`src/rtl/icache_pkg.sv`:
```
// Shared types for the instruction cache: address view, frame layout and FSM states.
package icache_pkg;

  localparam int unsigned SETS  = 16;
  localparam int unsigned IDX   = $clog2(SETS);
  localparam int unsigned TAG_W = 30 - IDX;
  localparam int unsigned CNT_W = 16;

  typedef struct packed {
    logic [TAG_W-1:0] tag;
    logic [IDX-1:0]   idx;
    logic [1:0]       bytoff;
  } icachef_t;

  typedef struct packed {
    logic             valid;
    logic [TAG_W-1:0] tag;
    logic [31:0]      data;
  } icache_frame_t;

  typedef enum logic {
    IDLE  = 1'b0,
    FETCH = 1'b1
  } icache_state_t;

endpackage

```
`src/rtl/icache.sv`:
```
// Direct-mapped, one-word-block instruction cache with miss-fill FSM,
// full flush and a saturating miss counter.
module icache
  import icache_pkg::*;
#(
  parameter logic [CNT_W-1:0] MISS_MAX = 16'hFFFF
) (
  input  logic             CLK,
  input  logic             nRST,
  input  logic             imemREN,
  input  logic [31:0]      imemaddr,
  output logic             ihit,
  output logic [31:0]      imemload,
  input  logic             flush,
  output logic             iREN,
  output logic [31:0]      iaddr,
  input  logic             iwait,
  input  logic [31:0]      iload,
  output logic [CNT_W-1:0] miss_count
);

  icache_frame_t frames [SETS];
  icache_state_t state, state_n;
  icachef_t      maddr, maddr_n;
  logic [CNT_W-1:0] cnt_n;
  icachef_t      addr;
  icache_frame_t frame;
  logic          hit;
  logic          fill_we;
  logic          unused_bits;

  // Lookup: byte offset is ignored, tag compare is full width.
  always_comb begin
    addr        = icachef_t'(imemaddr);
    frame       = frames[addr.idx];
    hit         = imemREN && (state == IDLE) && frame.valid &&
                  (frame.tag == addr.tag) && !flush;
    ihit        = hit;
    imemload    = hit ? frame.data : 32'h0;
    unused_bits = ^addr.bytoff;
  end

  always_comb begin
    state_n = state;
    maddr_n = maddr;
    cnt_n   = miss_count;
    fill_we = 1'b0;
    iREN    = 1'b0;
    iaddr   = 32'h0;
    case (state)
      IDLE: begin
        if (imemREN && !hit && !flush) begin
          maddr_n = '{tag: addr.tag, idx: addr.idx, bytoff: 2'b00};
          state_n = FETCH;
          if (miss_count != MISS_MAX) cnt_n = miss_count + CNT_W'(1);
        end
      end
      FETCH: begin
        iREN  = 1'b1;
        iaddr = 32'(maddr);
        // Flush aborts the fill outright, even if data arrives this cycle.
        if (flush) begin
          state_n = IDLE;
        end else if (!iwait) begin
          fill_we = 1'b1;
          state_n = IDLE;
        end
      end
      default: state_n = IDLE;
    endcase
  end

  always_ff @(posedge CLK or negedge nRST) begin
    if (!nRST) begin
      state      <= IDLE;
      maddr      <= '0;
      miss_count <= '0;
      for (int i = 0; i < int'(SETS); i++) frames[i] <= '0;
    end else begin
      state      <= state_n;
      maddr      <= maddr_n;
      miss_count <= cnt_n;
      if (flush) begin
        for (int i = 0; i < int'(SETS); i++) frames[i].valid <= 1'b0;
      end else if (fill_we) begin
        frames[maddr.idx] <= '{valid: 1'b1, tag: maddr.tag, data: iload};
      end
    end
  end

endmodule

```
`config.mk`:
```
export PLATFORM = sky130hd
export DESIGN_NAME = icache
export DESIGN_NICKNAME = d
export VERILOG_FILES = /design/src/rtl/icache_pkg.sv /design/src/rtl/icache.sv
export SDC_FILE = /design/constraint.sdc
export NUM_CORES = 1
export LEC_CHECK = 0
export CAP_MARGIN = 30
export CORE_UTILIZATION = 35
export DETAILED_ROUTE_END_ITERATION = 16
export PLACE_DENSITY_LB_ADDON = 0.08
export SYNTH_ARGS = -nofsm -noshare
export SYNTH_HDL_FRONTEND = slang
export SYNTH_SLANG_ARGS = --single-unit
```
`constraint.sdc`:
```
create_clock -name CLK -period 12.86 [get_ports CLK]
set_input_delay 3.215 -clock CLK [delete_from_list [all_inputs] [get_ports CLK]]
set_output_delay 3.215 -clock CLK [all_outputs]
set_load 0.05 [all_outputs]
```
# --- Yosys cells after proc, flatten, opt, wreduce, memory -nomap -nowiden ---
# Cells that the tools add are included.
totals:
  ff_bits: 991
  input_bits: 69
  out_inout_bits: 82
  wordCells: 108
classes:
  addsub: 1
  magnitude_cmp: 3
  n_eq_ne: 2
  mux: 33
  bitwise_logic: 4
  n_reduce_logical: 13
ops:
  columns: ["cell", "n"]
  rows:
  - ["$bwmux W944", 1]
  - ["$mux W944", 1]
  - ["$bmux W59 S4", 1]
  - ["$demux W59 S4", 1]
  - ["$mux W59", 3]
  - ["$mux W32", 2]
  - ["$eq A26 B26 Y1", 1]
  - ["$mux W1", 23]
  - ["$add A16 B1 Y16 const B", 1]
  - ["$ne A16 B16 Y1 const B", 1]
  - ["$ge A5 B5 Y1 const B", 2]
  - ["$not A4 Y5", 2]
  - ["$logic_and A1 B1 Y1", 7]
  - ["$lt A5 B1 Y1 const B", 1]
  - ["$reduce_and A2 Y1", 2]
  - ["$reduce_and A3 Y1", 1]
  - ["$logic_not A1 Y1", 2]
  - ["$not A1 Y1", 2]
  - ["$pmux W1 S2", 1]
  - ["$reduce_bool A2 Y1", 1]

# --- Longest topological paths before layout ---
logic_depth:
  ltp_word: 12
  depth_mapped: 14
  mapped_depth_nobuf: 9

# --- Worst setup path after synthesis ---
# No wires, ideal clock.
synth_timing:
  path_kind: "input to output"
  start: "input imemaddr[5]"
  end: "output imemload[10]"
  t_arrival_ns: 6.342
  required_time_ns: 9.645
  path_slack_ns: 3.303
  cell_stages: 12
  path_buffers: 4
  path_cell_list: "buf_2 buf_2 buf_2 mux4_2 a22o_1 a221oi_1 xor2_1 o221ai_1 nor4_4 nand3_1 clkbuf_1 nor2b_1"
synth_between:
  elab_chain_cells: 8
  word_cells_on_any_way: 9
  classes_between: "eq/ne: 1; mux: 4; bitwise: 1; reduce/logical: 3"
synth_lines:
  columns: ["item", "line", "text"]
  rows:
  - ["start: declaration", "icache.sv:11", "input logic [31:0] imemaddr,"]
  - ["$not A4 Y5 (not written as such) *", "icache.sv:35", "frame = frames[addr.idx];"]
  - ["$bmux W59 S4 *", "icache.sv:35", null]
  - ["$mux W59 (not written as such) * (2 in a row)", "icache.sv:35", null]
  - ["$eq A26 B26 Y1 or $logic_and A1 B1 Y1 (tied branches)", "icache.sv:37, icache.sv:36", null]
  - ["$logic_and A1 B1 Y1", "icache.sv:36", "hit = imemREN && (state == IDLE) && frame.valid &&"]
  - ["$logic_and A1 B1 Y1", "icache.sv:37", "(frame.tag == addr.tag) && !flush;"]
  - ["$mux W32 *", "icache.sv:39", "imemload = hit ? frame.data : 32'h0;"]
  - ["end: declaration", "icache.sv:13", "output logic [31:0] imemload,"]
# Every way passes the cells marked *; elsewhere a longest branch is shown, timed or not. The select of a mux whose other input is x is not followed.

# --- Worst setup path after layout ---
layout_timing:
  start: "input imemaddr[3]"
  end: "output imemload[19]"
# The elaborated chain is that of the path after synthesis.

==> results.toml <==
[clocking]
clockBufferDepth = 3
cts_tree = "done"
clock_latency_ns = 0.72
post_cts_buffers = 0
post_cts_resize_count = 0
numCtsBuffers = 112
ctsHoldBuffers = 0
htree_levels = 3
clk_pin_slew_ns = 0.06
clock_sinks = 991
cts-root-buf = "clkbuf_16"

[timing]
grt_setup_unrepaired = "no"
finalCritPeriodShare = 0.871
holdWs_ns = 0.477
setup_viol = 0
drv_slew = 0
slew_headroom = 0.233
fmax_mhz = 89.3
tightest_slew_ns = 1.15
skew_ns = 0.0277
hold_viol = 0
period_minus_slack_ns = 11.20
tns_ns = 0
setup_slack_ns = 1.66

[yosys]
ys_seq_area_frac = 0.549
synth_seq_cells = 991
ys.flop_type = "dfrtp_1"
syn_inst = 2801
synth-edff-count = 0
synthTopCellsByArea = "dfrtp_1 55%, mux2_2 24%, mux4_2 11%"
yosys.cell_types.count = 59
synthArstFlopShare = 1.00
synth.avg_cell_area_um2 = 16.1
yosys.area.top_type = "dfrtp_1"
synth_top_area_frac = 0.549
yosys_warnings = 0
netlist_area_um2 = 45200

[die]
start_util = 0.353
rows = 131
dieArea_um2 = 131000
core_area_um2 = 128000
fp.dieW_um = 361
io_pins = 151
die_height_um = 361

[outcome]
outcome = "completed"

[power]
p_seq_frac = 0.465
p_int_w = 0.00652
switching_share = 0.253
combPwrFrac = 0.153
clock_power_share = 0.383
netSwitchingPower_w = 0.00220
peakVddDrop_v = 0.000105
cellPowerDensity_nw_per_um2 = 167
p_leak_nw = 24.4

[placement]
gp_congestion = 0.729
dpl_worst_slack_ns = 1.56
port_buffers = 146
dp_hpwl_mm = 70.6

[worst_setup_path]
cp_data_required_time_ns = 9.64
ff2ff_setup_slack_ns = 8.87
cp.arrival_ns = 7.99
slowest_stage = "clkdlybuf4s50_1"
path_cells = "buf_6 > buf_4 > mux4_2 > mux4_2 > xnor2_1 > nand3_1 > nor4_4 > nand3_2 > buf_4 > nor2b_1 > clkdlybuf4s50_1"
crit_path_end_kind = "output port"
path_delay_family = "buffers and inverters"
critical_path_class = "primary input to output port"
startpoint_type = "primary input"
crit_fanout = 44
crit_buf_inv = 4
critical-path-max-stage-delay_ns = 0.83

[layout]
multi_input_area_um2 = 19300
nNetsFinal = 2940
regArea_um2 = 24800
nFillCells = 11474
areaGrowthSynthToFinish_pct = 15.5
drive_gt1_frac = 0.493

[worst_hold_path]
min_path_type = "flop to flop"

[global_route]
grt_max_degree = 198
grt_overflow = 0
grt_usage = 0.198
grt_pass1_wl_mm = 191
antenna_found_initial = 13
first_global_vias = 27768

[flow_run]
drv_cap = 0

[routing]
drt_iter0_drc = 1325
drcViolationCount = 0
drt-total-wl_mm = 127
ant_nets = 0
firstDrtPassIters = 5
route.vias.total = 25043
avgViaCountPerCell = 5.41
detail_route.wl_per_cell_um = 27.5
==> Yosys cell counts (2+ instances only) <==
cell type / n
mux2i_1: 52
and2_1: 38
buf_6: 18
o21ai_0: 8
nand4_1: 5
inv_1: 13
nor2_1: 8
buf_1: 88
nor3b_1: 2
nand2b_1: 2
mux4_1: 26
nand3_1: 18
mux2_1: 8
nor3_1: 2
o22ai_1: 7
dfrtp_1: 991
xnor2_1: 33
nor4_1: 4
and2_2: 2
mux4_2: 229
or4_2: 2
buf_4: 3
xor2_1: 11
a21oi_1: 5
and2b_2: 3
nand2_1: 16
and3_1: 18
mux2_2: 964
buf_12: 2
a21o_1: 8
mux4_4: 2
a22oi_1: 10
a22o_1: 5
o211ai_1: 3
buf_2: 14
clkinv_1: 2
clkbuf_1: 117
nor2b_1: 37
a221oi_1: 5
==> registers in the layout, summed over array words and instances (netlist names) <==
register and flops:
state 1, maddr 30, miss_count 16, frames 944
==> stage by stage <==
stage | util | total power (W) | cell area [µm²] | instances
4_1_cts | 0.407 | 0.00885 | 52100 | 4617
5_1_grt | 0.408 | 0.00915 | 52200 | 4623
2_1_floorplan | - | 0.00499 | 45200 | 2802
3_3_place_gp | 0.376 | 0.00535 | 48100 | 4409
3_5_place_dp | 0.377 | 0.00546 | 48200 | 4414
6_report | 0.408 | 0.00872 | 52200 | 4626
==> area by class of cell <==
cell class / count / area share
Sequential cell: 991 / 0.475
Multi-Input combinational cell: 1550 / 0.369
Clock buffer: 173 / 0.0648
Timing Repair Buffer: 199 / 0.0404
Tap cell: 1662 / 0.0398
Clock inverter: 30 / 0.00920
Inverter: 16 / 0.00115
Antenna cell: 5 / 0.000240
==> power by group through the flow <==
stage	clock (W)	combinational, W	sequential [W]
floorplan	0	0.00102	0.00397
global placement	0	0.00131	0.00404
detailed placement	0	0.00135	0.00411
CTS	0.00344	0.00136	0.00405
global route	0.00357	0.00144	0.00414
finish	0.00334	0.00133	0.00405
==> per-layer routing <==
metal / track usage / up-vias / part of all wire
met2: 0.328 / 438 / 0.49
li1: - / 10555 / -
met3: 0.0352 / 169 / 0.038
met4: 0.0482 / 8 / 0.023
met1: 0.271 / 13873 / 0.45
met5: 0 / - / 0.00028
==> cell usage in the layout (no fill, tap or decap), drive strengths merged, types with 7 or more instances in the layout <==
cell type / count
nand2: 17
xnor2: 33
xor2: 11
clkdlybuf4s50: 141
buf: 58
clkinv: 16
mux2: 972
nor2: 8
a22oi: 10
dfrtp: 991
nand3: 18
o21ai: 8
o22ai: 7
and3: 18
mux2i: 52
bufinv: 11
a21o: 8
mux4: 257
clkbuf: 173
and2: 40
nor2b: 37
inv: 19
==> kinds of logic after synthesis <==
group / synth area share
xor+xnor: 0.00853
buf+inv: 0.0266
flops: 0.549
other cells: 0.0000830
fa+ha+maj: 0.000277
mux: 0.384
compound gates: 0.00978
simple gates: 0.0217
==> path summary, 6_finish.rpt <==
check,start,end,cells after the start
worst max-delay path,imemaddr[3],imemload[19],11
worst min-delay path,frames[117]$_DFFE_PN0P_,frames[117]$_DFFE_PN0P_,1
worst max register to register,state$_DFF_PN0_,frames[367]$_DFFE_PN0P_,6
worst min register to register,frames[117]$_DFFE_PN0P_,frames[117]$_DFFE_PN0P_,1
max in group asynchronous,nRST,frames[599]$_DFFE_PN0P_,4
min in group asynchronous,nRST,frames[110]$_DFFE_PN0P_,1
No activity file was read; power rests on OpenSTA's default activity.
